--- src/rtl/iob_vga_timing.sv ---
// iob_vga_timing
// --------------
// Raster timing generator for a VGA output. It walks a pixel/line raster,
// presents the current coordinate to the downstream renderer, samples the
// colour the renderer returns, and drives the board VGA pins with colour and
// syncs aligned to each other.
//
// Ports:
//   clk          system clock
//   rst          synchronous reset, active-low
//   en           1 = run, 0 = hold counters at zero and blank the pins
//   rgb_in       colour for (pixel_x, pixel_y), {R[11:8], G[7:4], B[3:0]}
//   pixel_x      current horizontal counter
//   pixel_y      current vertical counter
//   vga_r/g/b    4-bit colour pins
//   vga_hs       horizontal sync pin
//   vga_vs       vertical sync pin
//   vblank       1 while pixel_y is below the visible area
//   frame_start  one-clock pulse when the raster returns to (0,0)
module iob_vga_timing #(
  parameter int unsigned CLK_DIV  = 4,
  parameter int unsigned H_VIS    = 640,
  parameter int unsigned H_FP     = 16,
  parameter int unsigned H_SYNC   = 96,
  parameter int unsigned H_BP     = 48,
  parameter int unsigned V_VIS    = 480,
  parameter int unsigned V_FP     = 10,
  parameter int unsigned V_SYNC   = 2,
  parameter int unsigned V_BP     = 33,
  parameter bit          SYNC_POL = 1'b0
) (
  input  logic        clk,
  input  logic        rst,
  input  logic        en,
  input  logic [11:0] rgb_in,
  output logic [9:0]  pixel_x,
  output logic [9:0]  pixel_y,
  output logic [3:0]  vga_r,
  output logic [3:0]  vga_g,
  output logic [3:0]  vga_b,
  output logic        vga_hs,
  output logic        vga_vs,
  output logic        vblank,
  output logic        frame_start
);

  localparam int unsigned H_TOT = H_VIS + H_FP + H_SYNC + H_BP;
  localparam int unsigned V_TOT = V_VIS + V_FP + V_SYNC + V_BP;

  // All comparison constants are pre-sized to the counter widths.
  localparam logic [3:0] DIV_LAST = 4'(CLK_DIV - 1);
  localparam logic [9:0] H_LAST   = 10'(H_TOT - 1);
  localparam logic [9:0] V_LAST   = 10'(V_TOT - 1);
  localparam logic [9:0] H_VIS_C  = 10'(H_VIS);
  localparam logic [9:0] V_VIS_C  = 10'(V_VIS);
  localparam logic [9:0] HS_BEG   = 10'(H_VIS + H_FP);
  localparam logic [9:0] HS_END   = 10'(H_VIS + H_FP + H_SYNC);
  localparam logic [9:0] VS_BEG   = 10'(V_VIS + V_FP);
  localparam logic [9:0] VS_END   = 10'(V_VIS + V_FP + V_SYNC);

  logic [3:0]  divCnt_q, divCnt_d;
  logic [9:0]  hCnt_q, hCnt_d;
  logic [9:0]  vCnt_q, vCnt_d;
  logic [11:0] rgb_q, rgb_d;
  logic        hs_q, hs_d;
  logic        vs_q, vs_d;
  logic        frameStart_q, frameStart_d;

  logic tick;
  logic hLast;
  logic vLast;
  logic vis;
  logic hsActive;
  logic vsActive;

  // One tick per pixel period; with CLK_DIV=1 the divider stays at zero and
  // every enabled clock is a tick.
  assign tick     = (divCnt_q == DIV_LAST) && en;
  assign hLast    = (hCnt_q == H_LAST);
  assign vLast    = (vCnt_q == V_LAST);
  assign vis      = (hCnt_q < H_VIS_C) && (vCnt_q < V_VIS_C);
  assign hsActive = (hCnt_q >= HS_BEG) && (hCnt_q < HS_END);
  assign vsActive = (vCnt_q >= VS_BEG) && (vCnt_q < VS_END);

  // Next-state logic for the raster counters and the output stage. The pins
  // are loaded from the pre-increment coordinate on each tick, which gives
  // colour and syncs the same one-pixel latency. Dropping en restarts the
  // raster at (0,0) and blanks the pins, exactly like a reset.
  always_comb begin
    divCnt_d     = divCnt_q;
    hCnt_d       = hCnt_q;
    vCnt_d       = vCnt_q;
    rgb_d        = rgb_q;
    hs_d         = hs_q;
    vs_d         = vs_q;
    frameStart_d = 1'b0;

    if (!en) begin
      divCnt_d = '0;
      hCnt_d   = '0;
      vCnt_d   = '0;
      rgb_d    = '0;
      hs_d     = ~SYNC_POL;
      vs_d     = ~SYNC_POL;
    end else if (tick) begin
      divCnt_d = '0;
      if (hLast) begin
        hCnt_d = '0;
        vCnt_d = vLast ? 10'd0 : vCnt_q + 10'd1;
      end else begin
        hCnt_d = hCnt_q + 10'd1;
      end
      rgb_d        = vis ? rgb_in : 12'd0;
      hs_d         = hsActive ? SYNC_POL : ~SYNC_POL;
      vs_d         = vsActive ? SYNC_POL : ~SYNC_POL;
      // Pulses only on a genuine wrap of the last pixel of the last line,
      // so enabling or resetting never produces a frame_start.
      frameStart_d = hLast && vLast;
    end else begin
      divCnt_d = divCnt_q + 4'd1;
    end
  end

  // State register with synchronous active-low reset.
  always_ff @(posedge clk) begin
    if (!rst) begin
      divCnt_q     <= '0;
      hCnt_q       <= '0;
      vCnt_q       <= '0;
      rgb_q        <= '0;
      hs_q         <= ~SYNC_POL;
      vs_q         <= ~SYNC_POL;
      frameStart_q <= 1'b0;
    end else begin
      divCnt_q     <= divCnt_d;
      hCnt_q       <= hCnt_d;
      vCnt_q       <= vCnt_d;
      rgb_q        <= rgb_d;
      hs_q         <= hs_d;
      vs_q         <= vs_d;
      frameStart_q <= frameStart_d;
    end
  end

  assign pixel_x     = hCnt_q;
  assign pixel_y     = vCnt_q;
  assign vga_r       = rgb_q[11:8];
  assign vga_g       = rgb_q[7:4];
  assign vga_b       = rgb_q[3:0];
  assign vga_hs      = hs_q;
  assign vga_vs      = vs_q;
  assign vblank      = (vCnt_q >= V_VIS_C);
  assign frame_start = frameStart_q;

endmodule

--- config.mk ---
export PLATFORM = sky130hd
export DESIGN_NAME = iob_vga_timing
export DESIGN_NICKNAME = d
export VERILOG_FILES = /design/src/rtl/iob_vga_timing.sv
export SDC_FILE = /design/constraint.sdc
export NUM_CORES = 1
export LEC_CHECK = 0
export CELL_PAD_IN_SITES_DETAIL_PLACEMENT = 2
export CELL_PAD_IN_SITES_GLOBAL_PLACEMENT = 2
export CORE_UTILIZATION = 30
export DETAILED_ROUTE_END_ITERATION = 7
export GPL_ROUTABILITY_DRIVEN = 0
export GPL_TIMING_DRIVEN = 0
export PLACE_DENSITY_LB_ADDON = 0.1
export SYNTH_ARGS = -nofsm -noshare
export SYNTH_HDL_FRONTEND = slang
export SYNTH_SLANG_ARGS = --single-unit
--- constraint.sdc ---
create_clock -name clk -period 3.96 [get_ports clk]
set_clock_uncertainty 0.1 [all_clocks]
set_input_delay 0.396 -clock clk [delete_from_list [all_inputs] [get_ports clk]]
set_output_delay 0.396 -clock clk [all_outputs]
set_load 0.01 [all_outputs]
* After elaboration in Yosys (flattened, before gate mapping)
Cells that the tools add are included.
Word-level totals: register bits 39, input port bits 15, output and inout bits 36, logic and storage cells 36
Operators by class: add/sub/neg operators 3, magnitude comparators 7, eq/ne operators 3, muxes and demuxes 5, bitwise gates (word level) 2, reductions and logical operators 9
Operators with widths (number):
- 10-bit by 1-bit adder with 10-bit output, second input constant | 2
- 10-bit equality test, second input constant | 2
- 10-bit by 9-bit >= comparator with 1-bit output, second input constant | 2
- 10-bit < comparator, second input constant | 2
- 10-bit by 9-bit < comparator with 1-bit output, second input constant | 2
- 10-bit 2-to-1 mux | 2
- 12-bit 2-to-1 mux | 1
- 10-bit >= comparator, second input constant | 1
- 1-bit logical AND | 5
- 4-bit by 1-bit adder with 4-bit output, second input constant | 1
- 4-bit by 2-bit equality test with 1-bit output, second input constant | 1
- 2-bit AND reduction | 2
- 3-bit AND reduction | 1
- 3-bit OR reduction | 1
- 1-bit 2-to-1 mux | 2
- 1-bit inverter | 2

* Longest topological paths before layout
depth after elaboration 3, mapped depth 7, gate-level depth less buffers 6

* Least setup slack after synthesis
Ideal clock, no wire load.
path kind reg-to-reg, start register hCnt_q[1] (netlist: pixel_x[1]), end register vCnt_q[5] (netlist: pixel_y[5]), setup time 0.070 ns, data arrival time 1.602 ns, required time 3.790 ns, slack 2.188 ns, cell stages (with the launch flop) 7, buffers on the path 1, clock period less this slack 1.772 ns, cell sequence dfxtp_1 ha_1 and4bb_2 nand4_4 buf_6 or3_1 a21oi_1
On the way: word-level cells in the longest chain between the ends 2
Ends and longest elaborated chain:
- start: declaration | line 62 | logic [9:0] hCnt_q, hCnt_d;
- start signal: assignment | line 136 | hCnt_q <= hCnt_d;
- 10-bit equality test | line 79 | assign hLast = (hCnt_q == H_LAST);
- 2-bit AND reduction (no line)
- end signal: assignment | line 137 | vCnt_q <= vCnt_d;
- end: declaration | line 63 | logic [9:0] vCnt_q, vCnt_d;
No other way between the ends. A chain may end at the register's enable or synchronous reset.

* Final worst setup path
start register vCnt_q[5] (netlist: pixel_y[5]), end output port vblank
On the way: word-level cells in the longest chain between the ends 1
Ends and longest elaborated chain:
- 10-bit by 9-bit >= comparator with 1-bit output | line 152 | assign vblank = (vCnt_q >= V_VIS_C);
- end: declaration | line 43 | output logic vblank,
No other way between the ends.

==> flow_summary.json <==
{
  "outcome": "completed",
  "drive_above_1_share_pct": 8.051,
  "ctsHoldBuffers": 0,
  "dieHeight_um": 77.78,
  "grt_max_degree": 12,
  "ys_types": 37,
  "ys_ff_latch": 39,
  "cts_tree": "yes",
  "switching_share_pct": 19.77,
  "ys_top_cells_by_area": "dfxtp_1 (45%), a22o_1 (6.1%), ha_1 (4.4%)",
  "cts.clk_slew.worst_paths_ns": 0.07,
  "rows": 27,
  "start_kind": "flip-flop",
  "ios": 51,
  "fmax_mhz": 452.2,
  "layout_min_cycle_time_ns": 2.211,
  "p_leak_uw": 0.0008581,
  "synthCells": 179,
  "grt_pass1_wl_um": 8307,
  "power_density_mw_per_mm2": 306.4,
  "num_vias": 1586,
  "hpwl_um": 3824,
  "cp-end-kind": "primary output",
  "syn_area_mm2": 0.001723,
  "wl_um": 4999,
  "yosysSeqAreaShare_pct": 45.32,
  "initial_core_util_pct": 31.29,
  "worstMarginPinSlew_ns": 0.5918,
  "power_frac_comb_pct": 3.8,
  "seqPwrFrac_pct": 53.2,
  "clock-sinks": 39,
  "clock_latency_ns": 0.29,
  "numCtsBuffers": 5,
  "worstPathRequired_ns": 3.46,
  "post_cts_buffers": 0,
  "finalCritPeriodShare_pct": 55.84,
  "max_slew_margin_pct": 60.38,
  "hold_viol": 0,
  "synth.most_common_cell": "dfxtp_1",
  "grt_antenna_before_repair": 0,
  "yosys_warnings": 0,
  "firstDrtPassIters": 4,
  "worstSetupPathType": "flip-flop to primary output",
  "post_cts_resized": 0,
  "cp.arrival_ns": 1.72,
  "drc": 0,
  "p_switching_uw": 146.4,
  "holdCritPathClass": "flip-flop to flip-flop",
  "antennaDiodeCount": 0,
  "synth_top_cells_by_count": "dfxtp_1 (39), nand3_1 (13), a21oi_1 (12), a22o_1 (12), nor2_1 (12)",
  "fp.dieW_um": 77.78,
  "ir_worst_vdd_mv": 0.1130,
  "synth_top_area_share_pct": 45.32,
  "nNetsFinal": 257,
  "wire_per_inst_um": 16.23,
  "fin_tns_setup_ns": 0,
  "htree_levels": 2,
  "final_antenna_net_count": 0,
  "intPower_uw": 594.0,
  "synth_edf_count": 0,
  "drt-initial-drc-count": 51,
  "maxCapViolations": 0,
  "dieArea_mm2": 0.006050,
  "portBuffers": 50,
  "cts_buffer_depth": 2,
  "synth_top_cell_by_area": "dfxtp_1",
  "core-area_mm2": 0.005507,
  "syn_nets": 200,
  "syn2layout_area_growth_pct": 40.23,
  "clkPwrFrac_pct": 43.0,
  "first_global_vias": 1711,
  "synth_ff_type": "dfxtp_1",
  "slew_viol_final": 0,
  "vias_per_cell": 5.149,
  "async_flop_share_pct": 0,
  "globalRouteOverflowTotal": 0,
  "avgSynthCellArea_um2": 9.625,
  "fillCellCount": 601,
  "root_buffer": "clkbuf_8",
  "worstPathMaxFanout": 8,
  "finalSetupViolations": 0,
  "grt_setup_unrepaired": "no",
  "grtUsageTotal_pct": 17.51,
  "whs_ns": 0.3670
}
[critical path, cell delays in order (launching register included)]
cell and delay [ns]:
dfxtp_1 0.47, nand4_1 0.24, nand2b_1 0.18, clkdlybuf4s50_1 0.55
[path summary, 6_finish.rpt]
| kind | start | endpoint | slack, ns | cells past startpoint |
|---|---|---|---|---|
| hold / removal | divCnt_q[0]$_SDFF_PP0_ | divCnt_q[0]$_SDFF_PP0_ | 0.37 | 1 |
| setup / recovery | pixel_y[5]$_SDFFE_PN0P_ | vblank | 1.75 | 3 |
| hold reg to reg | divCnt_q[0]$_SDFF_PP0_ | divCnt_q[0]$_SDFF_PP0_ | 0.37 | 1 |
| setup reg to reg | divCnt_q[0]$_SDFF_PP0_ | rgb_q[1]$_SDFFE_PN0P_ | 1.86 | 6 |
[per-stage QoR]
stage	total power (µW)	utilization [%]	instance area [µm²]	setup slack [ns]	instances
floorplan	412.4	-	1723	2.188	179
finish	740.4	43.88	2416	1.749	308
global placement	430.2	42.01	2313	1.751	301
global route	770.3	43.88	2416	1.632	308
detailed placement	431.5	42.01	2313	1.696	301
CTS	752.8	43.88	2416	1.713	308
[cell families (layout without fill, tap and decap cells)]
group,Yosys count,after routing,share of synthesized area (%)
buffers and inverters,11,68,3.776
flip-flops,39,39,45.32
adder cells (fa/ha/maj),6,6,4.357
AO/OA/AOI/OAI,38,38,14.38
AND/OR/NAND/NOR,75,75,27.09
XOR/XNOR,10,10,5.084
[layout make-up]
class | count | area [µm²] | share of cell area [%]
Sequential cell | 39 | 780.7 | 32.31
Buffer | 5 | 42.54 | 1.761
Inverter | 6 | 22.52 | 0.9322
Clock buffer | 6 | 72.57 | 3.004
Timing Repair Buffer | 50 | 500.5 | 20.71
Clock inverter | 1 | 30.03 | 1.243
Tap cell | 72 | 90.09 | 3.729
Multi-Input combinational cell | 129 | 877.1 | 36.30
[sequential cells by signal, indices dropped and copies added (netlist names)]
signal / count
divCnt_q: 4
frame_start: 1
pixel_x: 10
pixel_y: 10
rgb_q: 12
vga_hs: 1
vga_vs: 1
[metal layers]
| layer | share of wire (%) | vias up | GRT usage, % |
|---|---|---|---|
| met5 | 0 | - | 0 |
| met2 | 52 | 30 | 31.95 |
| li1 | - | 766 | - |
| met3 | 3.3 | 7 | 3.412 |
| met4 | 0.76 | 0 | 5.283 |
| met1 | 44 | 783 | 20.46 |
[placed cells by master (no fill, tap or decap), types with 2 or more instances in the layout]
cell / count
nand4_1: 4
a21oi_1: 12
clkbuf_8: 5
o21ai_0: 10
or3_1: 6
inv_1: 6
xor2_1: 8
buf_6: 3
clkdlybuf4s50_1: 50
dfxtp_1: 39
nor3_1: 6
nand4_4: 2
o31ai_1: 2
ha_1: 6
and4_1: 2
and2_1: 2
and3_1: 4
nand2_1: 10
nand3_1: 13
or4_1: 2
xnor2_1: 2
clkbuf_1: 2
a22o_1: 12
nor2_1: 12
[power by group through the flow]
| stage | clock network [µW] | registers, µW | logic, µW |
|---|---|---|---|
| 3_3_place_gp | 0 | 403 | 27.0 |
| 3_5_place_dp | 0 | 403 | 28.2 |
| 5_1_grt | 346 | 394 | 30.3 |
| 2_1_floorplan | 0 | 403 | 9.09 |
| 4_1_cts | 330 | 394 | 28.3 |
| 6_report | 318 | 394 | 27.9 |
Note: power is estimated with default switching activity, not from simulation.
